### src/rtl/vehicle_sensor_if.sv
// Country-road vehicle detector front end: sync + debounce loop, count queued
// vehicles, drain the queue on country GREEN, flag starvation while waiting.
// Latency: raw_loop first sampled high at edge 1 -> queue_count/sensor at edge DEBOUNCE_CYCLES+3.
// Ports: clk, reset (sync, active-high), raw_loop (async level), country[1:0] (00 RED,
//        01 YELLOW, 10 GREEN, 11 = RED); sensor, queue_count, overflow (sticky), starved.
module vehicle_sensor_if #(
   parameter int DEBOUNCE_CYCLES = 4,
   parameter int COUNT_W         = 4,
   parameter int DEPART_CYCLES   = 3,
   parameter int MAX_WAIT        = 20
) (
   input  logic               clk,
   input  logic               reset,
   input  logic               raw_loop,
   input  logic [1:0]         country,
   output logic               sensor,
   output logic [COUNT_W-1:0] queue_count,
   output logic               overflow,
   output logic               starved
);

   localparam int DEB_W  = (DEBOUNCE_CYCLES > 1) ? $clog2(DEBOUNCE_CYCLES) : 1;
   localparam int DEP_W  = (DEPART_CYCLES > 1) ? $clog2(DEPART_CYCLES) : 1;
   localparam int WAIT_W = $clog2(MAX_WAIT + 1);

   localparam logic [DEB_W-1:0]   DEB_LAST = DEB_W'(DEBOUNCE_CYCLES - 1);
   localparam logic [DEP_W-1:0]   DEP_LAST = DEP_W'(DEPART_CYCLES - 1);
   localparam logic [WAIT_W-1:0]  WAIT_MAX = WAIT_W'(MAX_WAIT);
   localparam logic [COUNT_W-1:0] CNT_MAX  = {COUNT_W{1'b1}};

   localparam logic [1:0] ST_IDLE  = 2'd0;
   localparam logic [1:0] ST_WAIT  = 2'd1;
   localparam logic [1:0] ST_SERVE = 2'd2;

   logic               s1_q, s2_q;
   logic               filt_q, filt_d, filt_prev_q;
   logic [DEB_W-1:0]   deb_cnt_q, deb_cnt_d;
   logic [DEP_W-1:0]   dep_q, dep_d;
   logic [COUNT_W-1:0] count_q, count_d;
   logic               sensor_q, sensor_d;
   logic               ovf_q, ovf_d;
   logic [1:0]         state_q, state_d;
   logic [WAIT_W-1:0]  wait_q, wait_d;
   logic               starved_q, starved_d;

   logic green, arrival, busy, departure;

   always_comb begin
      green   = (country == 2'b10);
      // filt_q rose on the previous edge: exactly one arrival per vehicle
      arrival = filt_q & ~filt_prev_q;

      // Debounce: count consecutive samples that disagree with the filtered level;
      // the edge that would make the run DEBOUNCE_CYCLES long adopts the new level.
      filt_d    = filt_q;
      deb_cnt_d = '0;
      if (s2_q != filt_q) begin
         if (deb_cnt_q == DEB_LAST) begin
            filt_d = s2_q;
         end else begin
            deb_cnt_d = deb_cnt_q + DEB_W'(1);
         end
      end

      // Departure timer only runs while serving a non-empty queue on GREEN
      busy      = green && (count_q != '0);
      departure = busy && (dep_q == DEP_LAST);
      dep_d     = (busy && !departure) ? dep_q + DEP_W'(1) : '0;

      count_d = count_q;
      ovf_d   = ovf_q;
      if (arrival && !departure) begin
         if (count_q == CNT_MAX) begin
            ovf_d = 1'b1;
         end else begin
            count_d = count_q + COUNT_W'(1);
         end
      end else if (departure && !arrival) begin
         count_d = count_q - COUNT_W'(1);
      end
      sensor_d = (count_d != '0);

      if (count_d == '0) begin
         state_d = ST_IDLE;
      end else if (green) begin
         state_d = ST_SERVE;
      end else begin
         state_d = ST_WAIT;
      end

      // Timer counts cycles spent remaining in WAITING; any exit clears it on that edge
      wait_d = '0;
      if ((state_q == ST_WAIT) && (state_d == ST_WAIT)) begin
         wait_d = (wait_q == WAIT_MAX) ? wait_q : wait_q + WAIT_W'(1);
      end
      starved_d = (wait_d == WAIT_MAX);
   end

   always_ff @(posedge clk) begin
      if (reset) begin
         s1_q        <= 1'b0;
         s2_q        <= 1'b0;
         filt_q      <= 1'b0;
         filt_prev_q <= 1'b0;
         deb_cnt_q   <= '0;
         dep_q       <= '0;
         count_q     <= '0;
         sensor_q    <= 1'b0;
         ovf_q       <= 1'b0;
         state_q     <= ST_IDLE;
         wait_q      <= '0;
         starved_q   <= 1'b0;
      end else begin
         s1_q        <= raw_loop;
         s2_q        <= s1_q;
         filt_q      <= filt_d;
         filt_prev_q <= filt_q;
         deb_cnt_q   <= deb_cnt_d;
         dep_q       <= dep_d;
         count_q     <= count_d;
         sensor_q    <= sensor_d;
         ovf_q       <= ovf_d;
         state_q     <= state_d;
         wait_q      <= wait_d;
         starved_q   <= starved_d;
      end
   end

   assign sensor      = sensor_q;
   assign queue_count = count_q;
   assign overflow    = ovf_q;
   assign starved     = starved_q;

endmodule

### config.mk
export PLATFORM = sky130hd
export DESIGN_NAME = vehicle_sensor_if
export DESIGN_NICKNAME = d
export VERILOG_FILES = /design/src/rtl/vehicle_sensor_if.sv
export SDC_FILE = /design/constraint.sdc
export NUM_CORES = 1
export LEC_CHECK = 0
export ABC_AREA = 1
export CAP_MARGIN = 40
export CORE_MARGIN = 2
export CORE_UTILIZATION = 48
export CTS_CLUSTER_SIZE = 8
export DETAILED_ROUTE_END_ITERATION = 8
export GPL_TIMING_DRIVEN = 0
export PLACE_DENSITY = 0.72
export SYNTH_ARGS = -nofsm -noshare
export SYNTH_HDL_FRONTEND = slang
export SYNTH_SLANG_ARGS = --single-unit
### constraint.sdc
create_clock -name clk -period 1.6 [get_ports clk]
set_clock_uncertainty 0.15 [all_clocks]
set_input_delay 0.32 -clock clk [delete_from_list [all_inputs] [get_ports clk]]
set_output_delay 0.32 -clock clk [all_outputs]
set_load 0.03 [all_outputs]
==> results of run 1 <==
## final cells by class
class,count,area share (%)
tap,28,2.54
timing repair buffer,15,8.98
buffer,1,0.272
multi-input combinational,95,44.9
inverter,25,7.17
sequential,22,32.7
clock buffer,4,3.45
## timing repair
action / CTS / global route
pin swaps: 7 / 2
setup endpoints to repair: 16 / 15
gates resized for setup: 13 / 11
buffers inserted: 3 / 2
## per-stage QoR
| step | util [%] | std cells | area, sq um |
|---|---|---|---|
| 2_1_floorplan | - | 143 | 1130 |
| 3_3_place_gp | 58.2 | 181 | 1260 |
| 3_5_place_dp | 58.2 | 181 | 1260 |
| 4_1_cts | 61.8 | 188 | 1340 |
| 5_1_grt | 63.6 | 190 | 1380 |
| 6_report | 63.6 | 190 | 1380 |
## placed cells by master, fill, tap and decap left out, drive strengths merged, types with 5 or more instances in the layout
| cell type | synthesis | routed |
|---|---|---|
| nand2 | 24 | 24 |
| dfxtp | 22 | 22 |
| buf | 0 | 5 |
| nor2 | 25 | 25 |
| inv | 25 | 25 |
| nand3 | 17 | 17 |
| clkbuf | 1 | 6 |
| dlygate4sd2 | 0 | 7 |
| a21oi | 6 | 6 |
| ha | 6 | 6 |
## where the power goes
group | internal (mW) | switching [mW] | leakage [nW]
combinational | 0.0122 | 0.0173 | 0.432
clock | 0.191 | 0.168 | 0.0261
sequential | 0.547 | 0.00141 | 0.180
## layer usage
layer	vias up	track usage [%]
met2	24	34.0
li1	492	-
met5	-	0
met3	7	3.22
met4	0	10.5
met1	448	22.2
## registers in the layout, indices dropped and copies added, names as in the netlist, 2 cells and up
register	count
dep_q	2
queue_count	4
state_q	2
wait_q	5
deb_cnt_q	2
## worst reg2reg max path: stages, from the launching register on
cell,delay (ns)
dfxtp_4,0.40
inv_4,0.05
ha_4,0.16
nand2_4,0.08
nand3_4,0.12
nor2_4,0.16
nand2_2,0.07
nand2_2,0.08
nand3_2,0.08
nor2_2,0.10
nand2_2,0.12
nand2_2,0.10
nor2_1,0.05
## worst max path at each step
stage,startpoint,to,slack (ns),cells after the start
floorplan,queue_count[0],wait_q[3],-0.10,12
global placement,country[1],wait_q[3],-0.53,12
detailed placement,country[1],state_q[0],-0.57,12
CTS,queue_count[0],state_q[0],-0.16,12
global route,queue_count[0],wait_q[2],-0.32,12
finish,queue_count[0],wait_q[0],-0.21,12
## logic make-up after synthesis
family / count (synthesis)
flip-flops: 22
XOR/XNOR: 4
buffers and inverters: 26
AND/OR/NAND/NOR: 71
AO/OA/AOI/OAI: 14
adder cells (fa/ha/maj): 6
==> key figures, run 1 <==
Worst setup path
  • Cell mode on critical path: nand2_2
  • Slowest stage cell, crit path: dfxtp_4
  • Worst Path Buf+Inv: 1
  • Critical path arrival: around 1.9 ns
  • CP Data Required Time: roughly 1.7 ns
  • Crit-path max cell delay: 0.40 ns
  • Top Family by Delay on Critical Path: simple AND/OR/NAND/NOR gates
  • Reg2Reg Capture Point: wait_q[0]
  • FF-to-FF path depth: 12
  • R2R setup slack: -0.21 ns
  • Reg2reg start: queue_count[0]
  • Critical path peak fanout: 5
  • Setup crit end kind: flip-flop
  • WS Path Type: reg -> reg
  • Critical Path Start Type: flip-flop
  • Critical path, cell by cell: inv_4, ha_4, nand2_4, nand3_4, nor2_4, nand2_2, nand2_2, nand3_2, nor2_2, nand2_2, nand2_2, nor2_1

Final layout
  • Multi-input logic area: 619 sq um
  • Register area: approximately 450 sq um
  • Area growth syn-to-layout: 27.5%
  • Final #Nets: 174
  • Layout cells sized above 1: between 20 and 30%
  • Ant. Diodes: 0
  • Layout fillers: around 190

Clock network
  • CTS tree: done
  • Worst skew pair latency: a little over 0.3 ns
  • H-tree depth: 1
  • CTS Root Cell: clkbuf_4
  • CTS Buffer Depth: 2
  • Clock transition at path regs: 0.12 ns
  • Total CTS buffers: 3
  • Sink Count: 22
  • Hold buffers post-CTS: 0

Run status
  • Status: complete, but fails checks
  • Failing checks: setup timing

Logic synthesis
  • Combinational family with the most area after synthesis: simple AND/OR/NAND/NOR gates
  • Post-Synth XOR/XNOR Area: roughly 3.2%
  • Asr flop ratio synth: 0%
  • Avg Synthesized Cell Area: approximately 7.6 sq um
  • Net Count, Synth: around 150
  • Biggest area consumer among synthesized cells: dfxtp_1
  • EDFF count, synth: 0
  • Post-synthesis cell type count: 25
  • Simple-gate share of the synthesized area: 32.8%
  • Adder-cell share of the synthesized area: roughly 6.9%
  • Most numerous cell in the Yosys netlist: inv_1
  • Register area share after synthesis: 40.7%
  • Post-synthesis mux area share: 0%
  • Mapped Cells: between 100 and 150
  • Synth Flop Type: dfxtp_1
  • Yosys reg bits: 22
  • Commonest cells post-synth: inv_1, dfxtp_1, nand2_1, nor2_1, nand3_1
  • YS warnings: 0
  • Top-area cell type share of the netlist area: ~41%
  • Compound-cell area share of the yosys netlist: roughly 7.3%
  • Synth Cell Area: roughly 0.0011 sq mm
  • Top cells by area, synth: dfxtp_1, inv_1, nand2_1

Placement
  • Detailed placer's ending HPWL: around 1.5 mm
  • Port bufs: 10
  • Gpl congestion: a little over 0.8
  • Place WS: -0.572 ns

Floorplanning
  • Full die area: 0.00265 sq mm
  • Initial core utilization: roughly 50%
  • Die Width: slightly above 50 microns
  • Die height: 51.5 microns
  • Ports: 12
  • # rows: 17
  • CORE AREA: roughly 0.0022 sq mm

Detailed routing
  • Via/cell ratio: slightly above 5
  • Met3 Wirelength: 90 microns
  • Metal-1 WL: roughly 900 microns
  • Uppermost layer routed: met4
  • Antenna viol nets, final: 0
  • DRT Wirelength: 2.09 mm
  • Detailed Routing Iterations Pass 1: 4
  • # DRC: 0
  • DR WL/cell: between 10 and 15 microns
  • 1st-iter DRT viols: 10
  • Met2 wire len: between 1 and 1.5 mm
  • Routed via count: 971

GRT
  • GRT Resource Usage Total: roughly a fifth
  • Initial antenna violation count: 0
  • Number of global-route vias before repair: 973
  • Largest net degree at the start of global routing: 14
  • Gr ovfl total: 0
  • First-pass GRT wire length: 3.88 mm

Timing
  • Slew @ Worst Pin: ~0.57 ns
  • RSZ-0062 raised after global routing: true
  • Fmax: roughly 0.55 GHz
  • Fin. Hold Viols: 0
  • Hold WS: 0.254 ns
  • Period utilisation layout: 113%
  • PnR worst setup slack: -0.208 ns
  • Slew margin rel.: around three fifths
  • Setup TNS: -1.77 ns
  • Final setup violation count: 9
  • Post-layout min period: ~1.8 ns
  • Max-slew violations: 0

Hold path
  • Hold EP: filt_prev_q
  • Hold Crit Start: reset
  • Hold Path Stages: 2
  • Hold WC Path Type: in -> reg

Power
  • Leakage Power: 0.639 nW
  • Power per standard cell area: slightly below 700 mW/mm^2
  • Worst vdd ir: approximately 540 uV
  • Total power: 0.937 mW

Flow run
  • # Max-Cap Violations: 0
Note: power is estimated with default switching activity, not from simulation.
==> inputs of run 2 (changes only) <==
--- a/config.mk
+++ b/config.mk
@@ -7,9 +7,8 @@
 export LEC_CHECK = 0
 export ABC_AREA = 1
 export CAP_MARGIN = 40
-export CORE_MARGIN = 2
 export CORE_UTILIZATION = 48
-export CTS_CLUSTER_SIZE = 8
+export CTS_CLUSTER_SIZE = 30
 export DETAILED_ROUTE_END_ITERATION = 8
 export GPL_TIMING_DRIVEN = 0
 export PLACE_DENSITY = 0.72
==> key figures, run 2 (synthesized netlist as in run 1, its figures left out) <==
Run status
  • Status: complete, but fails checks
  • Failing checks: setup timing

Final layout
  • Final #Nets: between 150 and 200
  • Commonest non-fill, non-tap cell in the layout: nor2_1
  • Most frequent cells in the layout: nor2_1, inv_1, dfxtp_1, nand2_1
  • Area growth syn-to-layout: 33.8%
  • Ant. Diodes: 0
  • Biggest register: wait_q
  • Layout cells sized above 1: just under 30%
  • Largest register FFs: 5

Floorplanning
  • CORE AREA: a little over 0.002 sq mm
  • Initial core utilization: approximately 53%
  • Full die area: about 0.0024 sq mm
  • Die height: between 40 and 50 microns
  • Ports: 12
  • Die Width: 49.5 microns
  • # rows: 16

Worst setup path
  • Critical path peak fanout: 5
  • Critical Path Start Type: flip-flop
  • Critical path, cell by cell: inv_4, ha_4, nand2_4, nand3_4, nor2_4, nand2_2, nand2_2, nand3_2, nor2_2, nand2_2, nand3_2, nor2_1
  • Cell mode on critical path: nand2_2
  • Worst Path Buf+Inv: 1
  • Setup crit end kind: flip-flop
  • Slowest stage cell, crit path: dfxtp_4
  • WS Path Type: reg -> reg
  • CP Data Required Time: 1.65 ns
  • Crit-path max cell delay: about 0.4 ns
  • Top Family by Delay on Critical Path: simple AND/OR/NAND/NOR gates
  • Critical path arrival: roughly 1.9 ns

Detailed routing
  • Routed via count: just under 1000
  • Antenna viol nets, final: 0
  • 1st-iter DRT viols: 21
  • Via/cell ratio: around 5.0
  • # DRC: 0
  • Detailed Routing Iterations Pass 1: 4
  • DR WL/cell: approximately 12 microns
  • DRT Wirelength: 2.33 mm

Power
  • Leakage Power: 0.678 nW
  • Power per standard cell area: between 600 and 700 mW/mm^2
  • Worst vdd ir: approximately 710 uV
  • Total power: roughly 0.95 mW

Timing
  • Fmax: between 0.5 and 0.6 GHz
  • PnR worst setup slack: -0.224 ns
  • Setup TNS: -1.79 ns
  • Final setup violation count: 9
  • Period utilisation layout: 114%
  • Slew margin rel.: between 60% and 70%
  • Fin. Hold Viols: 0
  • Max-slew violations: 0
  • Post-layout min period: between 1.5 and 2 ns
  • Slew @ Worst Pin: around 0.57 ns
  • RSZ-0062 raised after global routing: true

GRT
  • Largest net degree at the start of global routing: 14
  • GRT Resource Usage Total: about a fifth
  • First-pass GRT wire length: about 4 mm
  • Gr ovfl total: 0
  • Number of global-route vias before repair: between 900 and 1000
  • Initial antenna violation count: 0

Clock network
  • CTS Buffer Depth: 2
  • Worst skew pair latency: a little over 0.3 ns
  • Clock transition at path regs: around 0.12 ns
  • Sink Count: 22
  • H-tree depth: 1
  • Total CTS buffers: 3
  • CTS tree: done
  • CTS Root Cell: clkbuf_4

Placement
  • Detailed placer's ending HPWL: between 1.5 and 2 mm
  • Port bufs: 10
  • Gpl congestion: a little over 0.8

Hold path
  • Hold WC Path Type: in -> reg

Flow run
  • # Max-Cap Violations: 0
-- run 2: cell count changes in the layout (fill, tap and decap cells not counted), sizes merged --
cell and delta:
clkbuf -1, buf +9, clkdlybuf4s15 +1, dlygate4sd2 -2
-- run 2: stage by stage --
stage	cells	area (sq um)	setup WS (ns)	hold slack, ns	util, %
after floorplan	143	1130	-0.104	0.238	-
after global placement	180	1260	-0.537	0.247	61.8
after detailed placement	180	1260	-0.587	0.256	61.8
after CTS	193	1420	-0.137	0.222	69.7
after global routing	196	1450	-0.301	0.250	70.8
final	196	1450	-0.224	0.241	70.8
-- run 2: final timing paths --
kind / start / to / slack [ns] / depth (start not counted)
worst min register to register: dep_q[0] / dep_q[0] / 0.27 / 1
worst min-delay path: reset / filt_prev_q / 0.24 / 2
worst max-delay path: queue_count[1] / wait_q[3] / -0.22 / 12
worst max register to register: queue_count[1] / wait_q[3] / -0.22 / 12
-- run 2: routing by layer --
| metal | track usage, % | wire length (microns) | share of wire (%) | vias to the layer above |
|---|---|---|---|---|
| met3 | 4.63 | 81 | 3.5 | 5 |
| met1 | 24.4 | 1010 | 43 | 450 |
| met4 | 7.62 | 31 | 1.3 | 0 |
| li1 | - | - | - | 506 |
| met2 | 37.9 | 1210 | 52 | 20 |
| met5 | 0 | 0 | 0 | - |
-- run 2: timing repair --
item                                    4_1_cts  5_1_grt
buffers inserted                              9        3
hold buffers                                  0        0
hold endpoints to repair                      0        0
pin swaps                                     7        1
gates resized for setup                      22        9
endpoints found under the setup margin       16       16
-- run 2: final cells by class --
cell class	instances	area [sq um]
Multi-Input combinational cell	95	616
Sequential cell	22	450
Buffer	1	3.75
Inverter	25	98.8
Timing Repair Buffer	22	196
Tap cell	27	33.8
Clock buffer	4	47.5
Fill cell	154	596
-- run 2: report_power, final --
group	switching (mW)	total (mW)	internal, mW
Sequential	0.00152	0.549	0.547
Clock	0.177	0.368	0.191
Combinational	0.0186	0.0347	0.0160
-- run 2: worst reg2reg max path: stages, from the launching register on --
cell and delay (ns):
dfxtp_4 0.40, inv_4 0.04, ha_4 0.16, nand2_4 0.08
nand3_4 0.13, nor2_4 0.16, nand2_2 0.08, nand2_2 0.09
nand3_2 0.08, nor2_2 0.11, nand2_2 0.11, nand3_2 0.09
nor2_1 0.04
